$ cat config.mk
export PLATFORM = sky130hd
export DESIGN_NAME = noc_out_arbiter
export DESIGN_NICKNAME = d
export VERILOG_FILES = /design/src/rtl/noc_out_arbiter.sv
export SDC_FILE = /design/constraint.sdc
export NUM_CORES = 1
export LEC_CHECK = 0
export BUFFER_PORTS_ARGS = -buffer_cell sky130_fd_sc_hd__buf_2
export CAP_MARGIN = 20
export CORE_MARGIN = 5
export CORE_UTILIZATION = 45
export DETAILED_ROUTE_END_ITERATION = 16
export GPL_TIMING_DRIVEN = 0
export PLACE_DENSITY = 0.87
export SKIP_LAST_GASP = 1
export SLEW_MARGIN = 10
export SYNTH_ARGS = -nofsm -noshare
export SYNTH_HDL_FRONTEND = slang
export SYNTH_SLANG_ARGS = --single-unit
export TNS_END_PERCENT = 30
$ cat constraint.sdc
create_clock -name clk -period 4.2 [get_ports clk]
set_input_delay 1.26 -clock clk [delete_from_list [all_inputs] [get_ports clk]]
set_output_delay 1.26 -clock clk [all_outputs]
set_load 0.05 [all_outputs]
$ cat src/rtl/noc_out_arbiter.sv
// Round-robin wormhole arbiter for one router output port: holds the port for
// a whole packet and only forwards flits while downstream credits remain.
module noc_out_arbiter #(
    parameter int NUM_IN  = 5,
    parameter int FLIT_W  = 32,
    parameter int CREDITS = 4,
    localparam int CNT_W  = $clog2(CREDITS + 1),
    localparam int IDX_W  = $clog2(NUM_IN)
) (
    input  logic                     clk,
    input  logic                     rst_n,
    input  logic [NUM_IN-1:0]        in_valid,
    input  logic [NUM_IN-1:0]        in_tail,
    input  logic [NUM_IN*FLIT_W-1:0] in_data,
    output logic [NUM_IN-1:0]        pop,
    input  logic                     credit_in,
    output logic                     out_valid,
    output logic [FLIT_W-1:0]        out_data,
    output logic                     out_tail,
    output logic [NUM_IN-1:0]        grant,
    output logic                     cred_err,
    output logic                     dbg_state,
    output logic [CNT_W-1:0]         dbg_cnt
);

    // Handshake: a flit moves from queue w exactly in cycles where pop[w]=1,
    // i.e. w owns the port, in_valid[w]=1 and at least one credit is held;
    // each credit_in pulse returns one downstream slot.

    typedef enum logic {IDLE = 1'b0, LOCK = 1'b1} state_t;

    state_t              state_q, state_d;
    logic [IDX_W-1:0]    w_q, w_d;
    logic [IDX_W-1:0]    ptr_q, ptr_d;
    logic [CNT_W-1:0]    cnt_q, cnt_d;
    logic [NUM_IN-1:0]   grant_d;
    logic                err_d;
    logic                send;
    logic                win_found;
    logic [IDX_W-1:0]    win_idx;

    function automatic logic [IDX_W-1:0] wrap_idx(input logic [IDX_W-1:0] base, input int off);
        int s;
        s = int'(base) + off;
        if (s >= NUM_IN) s = s - NUM_IN;
        return IDX_W'(s);
    endfunction

    // Descending scan so the lowest offset from ptr is the last to assign.
    always_comb begin
        win_found = 1'b0;
        win_idx   = '0;
        for (int k = NUM_IN - 1; k >= 0; k--) begin
            if (in_valid[wrap_idx(ptr_q, k)]) begin
                win_found = 1'b1;
                win_idx   = wrap_idx(ptr_q, k);
            end
        end
    end

    assign send = (state_q == LOCK) && in_valid[w_q] && (cnt_q != '0);

    always_comb begin
        pop = '0;
        if (send) pop[w_q] = 1'b1;
    end

    always_comb begin
        state_d = state_q;
        w_d     = w_q;
        ptr_d   = ptr_q;
        grant_d = grant;
        case (state_q)
            IDLE: begin
                if (win_found) begin
                    state_d          = LOCK;
                    w_d              = win_idx;
                    grant_d          = '0;
                    grant_d[win_idx] = 1'b1;
                end
            end
            LOCK: begin
                if (send && in_tail[w_q]) begin
                    state_d = IDLE;
                    ptr_d   = (w_q == IDX_W'(NUM_IN - 1)) ? '0 : w_q + IDX_W'(1);
                    grant_d = '0;
                end
            end
            default: state_d = IDLE;
        endcase
    end

    // A credit arriving while the counter is full has nowhere to go.
    always_comb begin
        cnt_d = cnt_q;
        err_d = cred_err;
        if (send && !credit_in) begin
            cnt_d = cnt_q - CNT_W'(1);
        end else if (!send && credit_in) begin
            if (cnt_q == CNT_W'(CREDITS)) err_d = 1'b1;
            else                          cnt_d = cnt_q + CNT_W'(1);
        end
    end

    always_ff @(posedge clk or negedge rst_n) begin
        if (!rst_n) begin
            state_q   <= IDLE;
            w_q       <= '0;
            ptr_q     <= '0;
            cnt_q     <= CNT_W'(CREDITS);
            grant     <= '0;
            cred_err  <= 1'b0;
            out_valid <= 1'b0;
            out_data  <= '0;
            out_tail  <= 1'b0;
        end else begin
            state_q   <= state_d;
            w_q       <= w_d;
            ptr_q     <= ptr_d;
            cnt_q     <= cnt_d;
            grant     <= grant_d;
            cred_err  <= err_d;
            out_valid <= send;
            if (send) begin
                out_data <= in_data[int'(w_q) * FLIT_W +: FLIT_W];
                out_tail <= in_tail[w_q];
            end
        end
    end

    assign dbg_state = (state_q == LOCK);
    assign dbg_cnt   = cnt_q;

endmodule

==> results_dict.tcl <==
set metrics [dict create \
    status "finished clean" \
    crit_path_end_kind "output pin" \
    drt_wl_total_um 17780 \
    fmax_mhz 243.2 \
    crit_buf_inv 4 \
    hold_buffers 0 \
    grt_usage_pct 27.66 \
    clockRootBuffer "clkbuf_8" \
    layout.nets 927 \
    clock_skew_ps 7.688 \
    clkSinkCount 50 \
    cts.clk_slew.worst_paths_ps 90 \
    grt_max_degree 51 \
    crit_family "buffers and inverters" \
    yosys-top-cells-count "53 x mux2i_1, 51 x a21oi_1, 49 x dfrtp_1" \
    initial_core_util_pct 45.85 \
    ys.flop_type "dfrtp_1" \
    clk_latency_ps 310 \
    synthesis.area_um2 4441 \
    path_max_fanout 10 \
    max_stage_delay_ps 240 \
    yosysMostFrequentCell "mux2i_1" \
    final_util_pct 62.38 \
    rows 36 \
    first_pass_iters 5 \
    synth_top_cell_area_share_pct 27.61 \
    crit_chain "clkbuf_2 -> a22oi_1 -> o22ai_2 -> o311a_1 -> buf_6 -> buf_2 -> and3_1 -> clkbuf_4" \
    grt-ovfl-total 0 \
    drtIter0Drc 444 \
    yosysTopAreaCell "dfrtp_1" \
    layout-drive-gt1-share_pct 39.27 \
    critPathLaunchType "primary input" \
    crit_slowest_cell "clkbuf_4" \
    wl_per_cell_um 20.34 \
    io_buffers 220 \
    synth-edff-count 0 \
    cp_data_required_time_ps 2940 \
    arrival_ps 2850 \
    fin_crit_sh_pct 97.89 \
    core_area_um2 9684 \
    rsz0062_at_grt "true" \
    netlist_instances 504 \
    drv_slew 0 \
    async_reset_ff_share_pct 100.0 \
    die_h_um 109.3 \
    cts_max_level 2 \
    diodes 0 \
    p_leak_nw 2.866 \
    vias 5258 \
    drc 0 \
    cts_tree "done" \
    ant_nets 0 \
    dieArea_um2 11950 \
    ios 222 \
    cts_max_path_buffers 2 \
    setup_violations 0 \
    cap_violations 0 \
    dpl.hpwl_um 14000 \
    syn_avg_cell_area_um2 8.811 \
    seq_area_frac_synth_pct 28.21 \
    cts-buffers-inserted 5 \
    setup-tns-final_ps 0 \
    routed_via_density 6.016 \
    die_x_um 109.3 \
    synth_area_leaders "dfrtp_1 28%, mux2i_1 12%, a21oi_1 5.7%" \
    synth.ff_latch_count 50 \
    grt_pass1_wl_um 26010 \
    ys_warn_count 0 \
    synth_fp_nets 691 \
    yosysUniqueCellTypes 75 \
    worst_slew_pin_slew_ps 896.1 \
    grt_pass1_vias 5280 \
    antenna_found_initial 0 \
    gp_congestion 1.009 \
    crit_type "primary input to output pin" \
    finalCriticalPeriod_ps 4112 \
    hold_class "register to register" \
    vdd_ir_drop_max_v 0.0005584 \
    syn2layout_area_growth_pct 36.04 \
    max_slew_margin_pct 40.26 \
    power_density_nw_per_um2 978.5 \
    hold_viol_final 0 \
]
-- flip-flops by register name, indices dropped and copies added (netlist names) --
name	cells
out_valid	1
w_q	3
dbg_state	1
grant	5
out_tail	1
ptr_q	3
dbg_cnt	3
out_data	32
cred_err	1
-- layout make-up --
type / count / area [µm²]
clock inverter: 2 / 38.79
inverter: 19 / 76.32
clock buffer: 6 / 82.58
sequential: 50 / 1252
multi-input combinational: 392 / 2988
fill: 829 / 3643
tap: 133 / 166.4
buffer: 42 / 202.7
timing repair buffer: 230 / 1234
-- routing by layer --
metal	GRT usage, %	part of all wire, %	vias to the layer above
li1	-	-	2368
met1	36.24	38	2526
met2	45.47	50	324
met3	5.813	10	40
met4	9.350	2.3	0
met5	0	0	-
-- cells in the final DEF (no fill, tap or decap), types with 3 or more instances in the layout --
| cell type | synthesis | final |
|---|---|---|
| nor2_1 | 47 | 46 |
| a31oi_1 | 9 | 9 |
| nor4_4 | 0 | 3 |
| o221ai_1 | 25 | 25 |
| buf_6 | 2 | 5 |
| o21a_1 | 27 | 27 |
| xnor2_1 | 4 | 4 |
| nand3_1 | 11 | 11 |
| ha_1 | 12 | 12 |
| mux2_2 | 3 | 3 |
| a22o_1 | 3 | 3 |
| buf_1 | 10 | 9 |
| dfrtp_1 | 49 | 49 |
| and3_1 | 8 | 8 |
| a21oi_1 | 51 | 50 |
| buf_2 | 10 | 223 |
| or2_1 | 3 | 3 |
| nand2_1 | 16 | 16 |
| buf_4 | 2 | 12 |
| nand2b_1 | 8 | 8 |
| clkbuf_1 | 19 | 16 |
| mux4_2 | 5 | 5 |
| a21o_1 | 6 | 6 |
| a22oi_1 | 14 | 14 |
| inv_1 | 17 | 16 |
| nor3_1 | 3 | 3 |
| nor2b_1 | 9 | 9 |
| mux2i_1 | 53 | 53 |
| clkbuf_8 | 0 | 6 |
| o31ai_1 | 3 | 3 |
| o21bai_1 | 5 | 5 |
| o21ai_0 | 10 | 10 |
-- worst register-to-register path: stages (launching register included) --
cell and delay (ps):
dfrtp_1 370, buf_4 220, inv_1 230, nor2_4 230, a22oi_1 120, o22ai_2 230
o311a_1 220, buf_6 130, clkbuf_1 500, ha_1 380, inv_1 110, fa_1 430
nor3_1 200, a21oi_1 60, o21ai_0 170, o31ai_1 100
-- worst paths after layout --
path                                endpoint  cells after the start   startpoint  slack (ps)
worst max-delay path                  pop[4]                      8  in_valid[4]          90
worst min-delay path                grant[4]                      1     grant[4]         490
worst max register to register    dbg_cnt[2]                     15       w_q[1]         440
worst min register to register      grant[4]                      1     grant[4]         490
max in group asynchronous         dbg_cnt[2]                      2        rst_n        2810
min in group asynchronous       out_data[25]                      1        rst_n         820
-- stage by stage --
step / hold WS, ps / area (µm²) / setup WS (ps) / power, mW / cells
after floorplan: 634.4 / 4459 / -251.8 / 4.191 / 504
after global placement: 463.8 / 5727 / -383.3 / 5.167 / 857
after detailed placement: 469.0 / 5727 / -436.0 / 5.310 / 857
after CTS: 495.5 / 5931 / -5.965 / 5.787 / 868
after global routing: 522.1 / 6041 / -31.80 / 6.269 / 874
final: 491.2 / 6041 / 88.47 / 5.911 / 874
-- report_power, final --
group          leakage [nW]  total, mW  internal [mW]  switching (mW)
combinational          2.23       4.63           1.62            3.01
clock                0.0618      0.375          0.196           0.178
sequential            0.578      0.906          0.732           0.174
-- timing repair --
item	CTS	global route
endpoints found under the setup margin	5	5
gates cloned	0	0
buffers inserted	3	6
resized for setup	19	16
pin swaps	3	6
-- cell families after synthesis --
logic type                 share of synthesized area (%)
AOI/OAI and AO/OA                                  30.52
and+or+nand+nor                                    13.64
muxes                                              16.34
buffers and inverters                              6.030
DFF                                                28.21
adders and majority gates                          4.283
xor gates and xnor gates                          0.9861
Power figures use the tool's default switching activity.
